File: src/rtl/me_pkg.sv
// Shared definitions for the reference-window fetch controller.
// Holds the default frame/window geometry, the FSM state encoding and the
// signed clamp helper used to keep the window inside the frame.
package me_pkg;

    localparam int FRAME_W    = 1920;
    localparam int FRAME_H    = 1080;
    localparam int WIN_W      = 48;
    localparam int WIN_H      = 48;
    localparam int WORD_BYTES = 8;

    typedef enum logic [1:0] {
        IDLE   = 2'd0,
        SETUP  = 2'd1,
        FETCH  = 2'd2,
        FINISH = 2'd3
    } fetch_state_t;

    // Signed clamp of a 16-bit coordinate into [lo, hi].
    function automatic logic signed [15:0] clamp_s16(
        input logic signed [15:0] v,
        input logic signed [15:0] lo,
        input logic signed [15:0] hi
    );
        if (v < lo)      return lo;
        else if (v > hi) return hi;
        else             return v;
    endfunction

endpackage

File: src/rtl/ref_win_addr_gen.sv
// Address generator for one search-window fetch.
// Ports:
//   i_clk, i_rst      clock, async active-high reset
//   i_load            capture row base / x offset, zero the row/col counters
//   i_advance         step to the next word (row-major)
//   i_row_base        byte address of the first window row
//   i_cx              clamped window x offset in bytes
//   o_addr            byte address of the current word
//   o_row, o_col      current row / word-in-row indices
//   o_last            current word is the final word of the window
module ref_win_addr_gen
    import me_pkg::*;
#(
    parameter int FRAME_W = me_pkg::FRAME_W,
    parameter int WIN_W   = me_pkg::WIN_W,
    parameter int WIN_H   = me_pkg::WIN_H
) (
    input  logic        i_clk,
    input  logic        i_rst,
    input  logic        i_load,
    input  logic        i_advance,
    input  logic [31:0] i_row_base,
    input  logic [15:0] i_cx,
    output logic [31:0] o_addr,
    output logic [7:0]  o_row,
    output logic [7:0]  o_col,
    output logic        o_last
);
    localparam int COLS = WIN_W / WORD_BYTES;

    logic [31:0] r_row_base;
    logic [15:0] r_cx;
    logic [7:0]  r_row;
    logic [7:0]  r_col;
    logic        w_col_last;

    assign w_col_last = (r_col == 8'(COLS - 1));

    always_ff @(posedge i_clk or posedge i_rst) begin
        if (i_rst) begin
            r_row_base <= '0;
            r_cx       <= '0;
            r_row      <= '0;
            r_col      <= '0;
        end else if (i_load) begin
            r_row_base <= i_row_base;
            r_cx       <= i_cx;
            r_row      <= '0;
            r_col      <= '0;
        end else if (i_advance) begin
            if (w_col_last) begin
                // Row step is an add of the pitch; no multiply per row.
                r_col      <= '0;
                r_row      <= r_row + 8'd1;
                r_row_base <= r_row_base + 32'(FRAME_W);
            end else begin
                r_col <= r_col + 8'd1;
            end
        end
    end

    assign o_addr = r_row_base + {16'd0, r_cx} + 32'(r_col) * 32'(WORD_BYTES);
    assign o_row  = r_row;
    assign o_col  = r_col;
    assign o_last = w_col_last && (r_row == 8'(WIN_H - 1));

endmodule

File: src/rtl/ref_win_fetch_ctrl.sv
// Fetches one motion-estimation search window from the reference frame
// memory and streams it row-major on a valid/ready interface.
// Ports:
//   i_clk, i_rst          clock, async active-high reset
//   i_start, i_abort      start pulse (IDLE only), abort (wins over all)
//   i_win_x, i_win_y      signed window origin, sampled on accepted start
//   o_mem_en, o_mem_addr  memory read request (addr 0 when not enabled)
//   i_mem_data            combinational read data, same cycle as request
//   o_out_valid/i_out_ready, o_out_data/row/col/last   output stream
//   o_busy, o_done        activity flag, 1-cycle completion pulse
//
// state  | meaning
// IDLE   | waiting for start
// SETUP  | clamp origin, compute first row base
// FETCH  | issuing reads whenever the output slot is free
// FINISH | all reads issued, waiting for the last word to be taken
module ref_win_fetch_ctrl
    import me_pkg::*;
#(
    parameter int          FRAME_W   = me_pkg::FRAME_W,
    parameter int          FRAME_H   = me_pkg::FRAME_H,
    parameter int          WIN_W     = me_pkg::WIN_W,
    parameter int          WIN_H     = me_pkg::WIN_H,
    parameter logic [31:0] BASE_ADDR = 32'd0
) (
    input  logic        i_clk,
    input  logic        i_rst,
    input  logic        i_start,
    input  logic        i_abort,
    input  logic [15:0] i_win_x,
    input  logic [15:0] i_win_y,
    output logic        o_mem_en,
    output logic [31:0] o_mem_addr,
    input  logic [63:0] i_mem_data,
    output logic        o_out_valid,
    input  logic        i_out_ready,
    output logic [63:0] o_out_data,
    output logic [7:0]  o_out_row,
    output logic [7:0]  o_out_col,
    output logic        o_out_last,
    output logic        o_busy,
    output logic        o_done
);
    fetch_state_t r_state, w_next;

    logic [15:0]        r_win_x, r_win_y;
    logic signed [15:0] w_cx, w_cy;
    logic [31:0]        w_row_base;
    logic [31:0]        w_addr;
    logic [7:0]         w_row, w_col;
    logic               w_last;
    logic               w_issue;
    logic               w_handshake;

    logic               r_out_valid;
    logic [63:0]        r_out_data;
    logic [7:0]         r_out_row, r_out_col;
    logic               r_out_last;
    logic               r_done;

    assign w_cx = clamp_s16(r_win_x, 16'sd0, 16'(FRAME_W - WIN_W));
    assign w_cy = clamp_s16(r_win_y, 16'sd0, 16'(FRAME_H - WIN_H));
    // cy is non-negative after clamping, so zero-extension is safe.
    assign w_row_base  = BASE_ADDR + {16'd0, w_cy} * 32'(FRAME_W);
    assign w_handshake = r_out_valid && i_out_ready;

    ref_win_addr_gen #(
        .FRAME_W (FRAME_W),
        .WIN_W   (WIN_W),
        .WIN_H   (WIN_H)
    ) u_addr_gen (
        .i_clk      (i_clk),
        .i_rst      (i_rst),
        .i_load     (r_state == SETUP),
        .i_advance  (w_issue),
        .i_row_base (w_row_base),
        .i_cx       (w_cx),
        .o_addr     (w_addr),
        .o_row      (w_row),
        .o_col      (w_col),
        .o_last     (w_last)
    );

    always_ff @(posedge i_clk or posedge i_rst) begin
        if (i_rst) r_state <= IDLE;
        else       r_state <= w_next;
    end

    always_comb begin
        w_next = r_state;
        if (i_abort) begin
            w_next = IDLE;
        end else begin
            case (r_state)
                IDLE:    if (i_start) w_next = SETUP;
                SETUP:   w_next = FETCH;
                FETCH:   if (w_issue && w_last) w_next = FINISH;
                FINISH:  if (w_handshake) w_next = IDLE;
                default: w_next = IDLE;
            endcase
        end
    end

    always_comb begin
        // Issue only while the output slot is empty or being emptied.
        w_issue    = (r_state == FETCH) && !i_abort && (!r_out_valid || i_out_ready);
        o_mem_en   = w_issue;
        o_mem_addr = w_issue ? w_addr : 32'd0;
        o_busy     = (r_state != IDLE);
    end

    always_ff @(posedge i_clk or posedge i_rst) begin
        if (i_rst) begin
            r_win_x     <= '0;
            r_win_y     <= '0;
            r_out_valid <= 1'b0;
            r_out_data  <= '0;
            r_out_row   <= '0;
            r_out_col   <= '0;
            r_out_last  <= 1'b0;
            r_done      <= 1'b0;
        end else begin
            if (r_state == IDLE && i_start && !i_abort) begin
                r_win_x <= i_win_x;
                r_win_y <= i_win_y;
            end
            r_done <= (r_state == FINISH) && w_handshake && !i_abort;
            if (i_abort) begin
                r_out_valid <= 1'b0;
            end else if (w_issue) begin
                r_out_valid <= 1'b1;
                r_out_data  <= i_mem_data;
                r_out_row   <= w_row;
                r_out_col   <= w_col;
                r_out_last  <= w_last;
            end else if (i_out_ready) begin
                r_out_valid <= 1'b0;
            end
        end
    end

    assign o_out_valid = r_out_valid;
    assign o_out_data  = r_out_data;
    assign o_out_row   = r_out_row;
    assign o_out_col   = r_out_col;
    assign o_out_last  = r_out_last;
    assign o_done      = r_done;

endmodule

File: config.mk
export PLATFORM = sky130hd
export DESIGN_NAME = ref_win_fetch_ctrl
export DESIGN_NICKNAME = d
export VERILOG_FILES = /design/src/rtl/me_pkg.sv /design/src/rtl/ref_win_addr_gen.sv /design/src/rtl/ref_win_fetch_ctrl.sv
export SDC_FILE = /design/constraint.sdc
export NUM_CORES = 1
export LEC_CHECK = 0
export ABC_AREA = 0
export BUFFER_PORTS_ARGS = -buffer_cell sky130_fd_sc_hd__buf_2
export CAP_MARGIN = 20
export CELL_PAD_IN_SITES_DETAIL_PLACEMENT = 1
export CELL_PAD_IN_SITES_GLOBAL_PLACEMENT = 1
export CORE_UTILIZATION = 44
export DETAILED_ROUTE_END_ITERATION = 8
export PLACE_DENSITY = 0.79
export SLEW_MARGIN = 0
export SYNTH_ARGS = -nofsm -noshare
export SYNTH_HDL_FRONTEND = slang
export SYNTH_HIERARCHICAL = 1
export SYNTH_SLANG_ARGS = --single-unit
File: constraint.sdc
create_clock -name i_clk -period 5.7 [get_ports i_clk]
set_input_delay 0.57 -clock i_clk [delete_from_list [all_inputs] [get_ports i_clk]]
set_output_delay 0.57 -clock i_clk [all_outputs]
set_load 0.02 [all_outputs]
==> results.yml, run 1 <==
floorplan:
  core_area_sq_mm: 0.02439
  start_util_pct: 45.12
  rows: 57
  die_area_sq_mm: 0.02565
  fp.dieW_um: 160.1
  io_pins: 218
  die_h_um: 160.1
power:
  combPwrFrac_pct: 50.7
  clock_power_share_pct: 16.6
  p_leak_nw: 6.403
  powerDensity_mw_per_mm2: 536.9
  fin_total_pwr_mw: 7.017
  sequentialPowerShare_pct: 32.6
  switching_share_pct: 43.70
  switchingPower_mw: 3.066
  peakVddDrop_mv: 0.2562
  p_int_mw: 3.950
layout:
  fillers: 2801
  final_layout_size_suffix_gt1_share_pct: 31.80
  area_growth_syn_to_layout_pct: 18.76
  antenna_cells: 0
  final_net_count: 1457
  fin_util_pct: 53.58
yosys:
  synth-main-ff-cell: "dfrtp_1"
  ys_seq_elements: 181
  synth_top_cell_area_share_pct: 41.16
  synth_area_leaders: "dfrtp_1 (41%), mux2_2 (14%), ha_1 (6.5%), fa_1 (4.5%), xor2_1 (3.5%)"
  yosys-top-cells-count: "dfrtp_1 (181), mux2_2 (135), nand2_1 (92), nor2_1 (63), ha_1 (57)"
  syn_area_sq_mm: 0.01100
  synth_cells: 1044
  ys_async_sr_fraction_pct: 100.0
  seq_area_frac_synth_pct: 41.16
  synth.distinct_cells: 73
  synth_edf_count: 0
  synth_top_area_cell: "dfrtp_1"
  yosysWarnings: 6
  syn-mean-instance-area_sq_um: 10.54
  post-synth-top-count-cell: "dfrtp_1"
sta:
  fmax_mhz: 213.8
  setup_viol: 0
  hold_violations: 0
  period_needed_ps: 4678
  final_max_slew_viol_count: 0
  relSlewSlack_pct: 42.01
  tns_ps: 0
  period_share_pct: 82.07
  skew_ps: 10.79
  worst_pin_slew_ps: 869.9
  grt_setup_unrepaired: "false"
worst_setup_path:
  path_class: "reg2reg"
  crit_path_end: "u_addr_gen/r_row_base[17]"
  cp_max_fo: 22
  timing.rr.end: "u_addr_gen/r_row_base[17]"
  critPathLaunchType: "flip-flop"
  cp_data_arrival_time_ps: 4960
  required_ps: 5980
  reg2reg_setup_slack_ps: 1020
  r2r-start: "r_win_y[4]"
  crit_path_end_kind: "flip-flop"
  reg2regPathDepth: 16
  startpoint: "r_win_y[4]"
routing:
  drt-total-wl_um: 28070
  dr.pass1.iters: 4
  ant_nets: 0
  dr_total_vias: 8419
  wl_per_cell_um: 17.43
  dr.first_iter.drc_count: 326
  viasPerCell: 5.229
  drc: 0
global_route:
  antenna_found_initial: 0
  grt_max_degree: 83
  grt_pass1_vias: 8917
  grt_pass1_wl_um: 46200
  grt_usage_pct: 22.57
  grt-ovfl-total: 0
clock_tree:
  cts_buffers: 17
  hold_buffers: 0
  clk_pin_slew_ps: 80
  post_cts_resized: 0
  postCtsSetupBuffers: 0
  cts_htree_levels: 4
  tritoncts: "done"
  max-clock-path-buffers: 2
  worstSkewPairLatency_ps: 440
  root_buffer: "clkbuf_16"
  cts_num_sinks: 181
status:
  status: "completed"
hold_path:
  hold_class: "in2async"
flow_run:
  maxCapViolCount: 0
placed_design:
  hpwlAfterDp_um: 21090
  gp_congestion: 0.8406
  io_buffers: 217
[stage by stage]
step                cells  hold slack, ps  worst slack [ps]  instance area [sq um]
floorplan            1078           470.1              1739                  11130
CTS                  1610           309.3              1012                  13070
global placement     1579           482.7              1220                  12480
detailed placement   1579           490.8              1038                  12480
global route         1610           335.1             487.7                  13070
finish               1610           288.3              1022                  13070
[sequential cells by signal, indices dropped and copies added (netlist names)]
signal,cells
o_out_last,1
r_state,2
r_win_x,16
u_addr_gen/o_row,8
u_addr_gen/r_row_base,32
o_done,1
o_out_valid,1
r_win_y,16
o_out_data,64
u_addr_gen/r_cx,16
u_addr_gen/o_col,8
o_out_col,8
o_out_row,8
[critical path: stages, from the launching register on]
cell and delay (ps):
dfrtp_1 490, nor4_1 330, nand3_1 120, a21oi_1 230, and2b_1 550, and2_1 290, ha_1 290, fa_1 490
fa_1 440, a21oi_1 210, nor2_1 90, or3_1 390, a21o_1 200, a211oi_1 230, nor2_1 60, nand2_1 60
o21ai_0 90
[worst min-delay path by stage]
stage | startpoint | endpoint | slack, ps | cells past startpoint
5_1_grt | i_rst | o_out_row[1] | 340 | 2
2_1_floorplan | r_win_x[14] | r_win_x[14] | 470 | 1
4_1_cts | i_rst | o_out_row[1] | 310 | 2
3_3_place_gp | o_out_data[47] | o_out_data[47] | 480 | 1
6_report | i_rst | o_out_row[1] | 290 | 2
3_5_place_dp | o_out_row[7] | o_out_row[7] | 490 | 1
[power by group through the flow]
stage                     Combinational (mW)  Sequential (mW)  Clock (mW)
after floorplan                         2.43             2.42           0
after global placement                  3.40             2.26           0
after detailed placement                3.50             2.31           0
after CTS                               3.55             2.29        1.21
after global routing                    3.94             2.36        1.25
final                                   3.56             2.29        1.17
[placed cells by master (no fill, tap or decap), types with 8 or more instances in the layout]
master	netlist	layout
ha_1	57	56
clkbuf_16	0	17
dfrtp_1	181	181
xor2_1	44	44
nand3_1	21	21
buf_2	15	217
o21ai_1	16	16
nor3_1	18	18
nand4_1	13	13
and2_1	46	46
inv_1	55	53
fa_1	25	25
o21ai_0	30	30
a21oi_1	40	40
nand2_1	92	92
nor2_1	63	63
xnor2_1	37	37
a211oi_1	8	8
conb_1	2	36
a21o_1	8	8
mux2_2	135	135
[cell type report]
cell class                      instances  area, sq um  share of cell area (%)
Clock buffer                           17        425.4                   3.255
Multi-Input combinational cell        795         6201                   47.45
Tap cell                              324        405.4                   3.102
Timing Repair Buffer                  224         1139                   8.712
Inverter                               55        209.0                   1.599
Clock inverter                         14        160.2                   1.225
Sequential cell                       181         4529                   34.66
[kinds of logic (layout without fill, tap and decap cells)]
logic type / Yosys count / after routing / synth area share [%]
AOI/OAI and AO/OA: 151 / 151 / 8.914
xor gates and xnor gates: 81 / 81 / 6.447
adders and majority gates: 86 / 86 / 11.39
other: 2 / 36 / 0.06825
buffers and inverters: 102 / 310 / 3.729
muxes: 138 / 138 / 14.09
DFF: 181 / 181 / 41.16
and+or+nand+nor: 303 / 303 / 14.20
[metal layers]
layer / share of wire, % / vias to the layer above / GRT usage [%]
met4: 2.3 / 0 / 8.009
met2: 51 / 154 / 38.52
li1: - / 4033 / -
met3: 2.8 / 39 / 3.221
met1: 44 / 4193 / 29.21
met5: 0 / - / 0
No activity file was read; power rests on OpenSTA's default activity.
==> inputs of run 2 (changes only) <==
- ABC_AREA: 0 -> 1
- CORE_UTILIZATION: 44 -> 37
- PLACE_DENSITY: 0.79 -> 0.75
- clock period: 5.7 -> 4.25 ns (I/O delays scaled with it)
==> run 2 against run 1 <==
  * Synthesized cell count grew 62%
  * Sequential share of layout area shrank 3.0 points
  * Area after synthesis grew 9.5%
  * Non-clock buffer count grew 2
  * Die area grew 30%
  * Critical endpoint is now u_addr_gen/r_row_base[20]
==> results.yml, run 2 <==
worst_setup_path:
  crit_path_end: "u_addr_gen/r_row_base[20]"
  timing.rr.end: "u_addr_gen/r_row_base[20]"
  cp_num_buf_inv: 4
  critical_path.top_delay_family: "simple AND/OR/NAND/NOR gates"
  reg2reg_setup_slack_ps: 370
  cp_common_cell: "nand2_1"
  cp_data_arrival_time_ps: 4250
  cp_max_fo: 15
  startpoint: "r_win_y[8]"
  cp_num_cells: 24
  critPathLaunchType: "flip-flop"
  max_stage_delay_ps: 470
  reg2regPathDepth: 24
  required_ps: 4630
  path_class: "reg2reg"
  worstPathCellList: "nor2_1, nand2_1, nor2_2, nand3_2, nand2_8, nand2_1, nand2_1, inv_1, ha_1, inv_1, o21bai_1, inv_1, fa_1, inv_1, ha_1, a21o_1, a21oi_1, nand2_1, a21oi_1, xnor2_1, nor2_1, nor2_1, nand2_1, nand2_1"
  crit_path_end_kind: "flip-flop"
  r2r-start: "r_win_y[8]"
  slowest_stage: "fa_1"
yosys:
  post-synth-top-count-cell: "nand2_1"
  yosys-top-cells-count: "nand2_1 (666), inv_1 (210), dfrtp_1 (181), nor2_1 (174), nand3_1 (79)"
  yosysWarnings: 6
  synth_top_area_cell: "dfrtp_1"
  synth.distinct_cells: 46
  synth_area_leaders: "dfrtp_1 (38%), nand2_1 (21%), inv_1 (6.5%), ha_1 (5.9%), nor2_1 (5.4%)"
  syn-mean-instance-area_sq_um: 7.105
  syn_area_sq_mm: 0.01205
  synth_top_cell_area_share_pct: 37.59
  synth-main-ff-cell: "dfrtp_1"
  ys_seq_elements: 181
  seq_area_frac_synth_pct: 37.59
  synth_edf_count: 0
  synth_cells: 1696
  ys_async_sr_fraction_pct: 100.0
placed_design:
  io_buffers: 217
  hpwlAfterDp_um: 27300
  gp_congestion: 0.8789
  place_ws_ps: 279.7
sta:
  worst_pin_slew_ps: 864.9
  period_needed_ps: 3876
  skew_ps: 20.08
  tns_ps: 0
  final_max_slew_viol_count: 0
  setup_viol: 0
  relSlewSlack_pct: 42.34
  period_share_pct: 91.21
  hold_violations: 0
  layout_setup_ws_ps: 373.7
  fmax_mhz: 258.0
global_route:
  antenna_found_initial: 9
  grt_pass1_vias: 11837
  grt-ovfl-total: 0
  grt_usage_pct: 22.26
  grt_pass1_wl_um: 59600
  grt_max_degree: 83
layout:
  fillers: 4172
  final-seq-area_sq_mm: 0.004529
  multi_input_area_sq_mm: 0.006636
  final_layout_size_suffix_gt1_share_pct: 15.82
  area_growth_syn_to_layout_pct: 18.65
  final_common_cell: "nand2_1"
  final_cell_mix: "nand2_1 (665), buf_2 (217), inv_1 (208), dfrtp_1 (181), nor2_1 (174)"
  fin_util_pct: 44.96
  final_net_count: 2111
  largest_reg_flops: 64
clock_tree:
  root_buffer: "clkbuf_16"
  max-clock-path-buffers: 2
  cts_htree_levels: 4
  cts_num_sinks: 181
  worstSkewPairLatency_ps: 440
  cts_buffers: 17
  hold_buffers: 0
  tritoncts: "done"
  clk_pin_slew_ps: 80
routing:
  ant_nets: 0
  drc: 0
  drt-total-wl_um: 35380
  viasPerCell: 4.739
  dr_total_vias: 11278
  dr.pass1.iters: 5
  wl_per_cell_um: 14.87
  dr.first_iter.drc_count: 504
power:
  fin_total_pwr_mw: 9.000
  switching_share_pct: 47.78
  p_leak_nw: 8.353
  sequentialPowerShare_pct: 33.1
  p_int_mw: 4.700
  switchingPower_mw: 4.300
  peakVddDrop_mv: 0.3422
  clock_power_share_pct: 17.6
  combPwrFrac_pct: 49.3
  powerDensity_mw_per_mm2: 629.5
floorplan:
  fp.dieW_um: 182.5
  core_area_sq_mm: 0.03180
  die_h_um: 182.5
  io_pins: 218
  die_area_sq_mm: 0.03329
  rows: 65
  start_util_pct: 37.89
status:
  status: "completed"
flow_run:
  maxCapViolCount: 0
hold_path:
  hold_class: "in2async"
-- run 2: per-layer routing --
metal	track usage [%]	part of all wire (%)
met1	29.00	47
met2	37.39	47
met3	4.470	4.4
met4	6.151	1.7
met5	0	0.18
-- run 2: logic make-up (layout without fill, tap and decap cells) --
logic type,count (synthesis),in the layout,synth area share [%]
adders and majority gates,82,82,10.07
and+or+nand+nor,980,980,33.02
DFF,181,181,37.59
xor gates and xnor gates,49,49,3.561
AOI/OAI and AO/OA,127,127,5.752
buffers and inverters,262,473,8.732
muxes,13,13,1.215
other,2,40,0.06232
-- run 2: power groups by stage --
| stage | Combinational [mW] | Clock [mW] | Sequential (mW) |
|---|---|---|---|
| after floorplan | 2.83 | 0 | 3.23 |
| after global placement | 4.26 | 0 | 2.97 |
| after detailed placement | 4.38 | 0 | 3.00 |
| after CTS | 4.44 | 1.62 | 2.98 |
| after global routing | 5.05 | 1.68 | 3.08 |
| final | 4.43 | 1.58 | 2.98 |
-- run 2: worst min-delay path by stage --
| stage | slack (ps) | from | endpoint | cells past startpoint |
|---|---|---|---|---|
| final | 90 | i_rst | o_out_col[5] | 2 |
| after global routing | 150 | i_rst | o_out_col[5] | 2 |
| after CTS | 110 | i_rst | o_out_col[5] | 2 |
| after detailed placement | 460 | o_out_data[22] | o_out_data[22] | 2 |
| after global placement | 460 | o_out_data[38] | o_out_data[38] | 2 |
| after floorplan | 450 | u_addr_gen/r_cx[0] | u_addr_gen/r_cx[0] | 2 |
-- run 2: repair_timing --
| action | CTS | global route |
|---|---|---|
| gates resized for setup | 0 | 5 |
| setup endpoints to repair | 0 | 4 |
| buffers inserted | 0 | 0 |
-- run 2: stage by stage --
stage / hold WS (ps) / area, sq um / cells
final: 90.86 / 14300 / 2380
after global routing: 149.8 / 14290 / 2378
after CTS: 109.6 / 14230 / 2375
after detailed placement: 460.2 / 13640 / 2343
after global placement: 457.4 / 13640 / 2343
after floorplan: 445.9 / 12180 / 1730
-- run 2: cell type report --
class                   instances  share of cell area [%]
diodes                          4                 0.07001
clock buffers                  19                   3.168
clock inverters                13                  0.9889
inverters                     215                   5.662
multi-input cells            1287                   46.42
flip-flops and latches        181                   31.68
well taps                     435                   3.807
repair buffers                226                   8.209
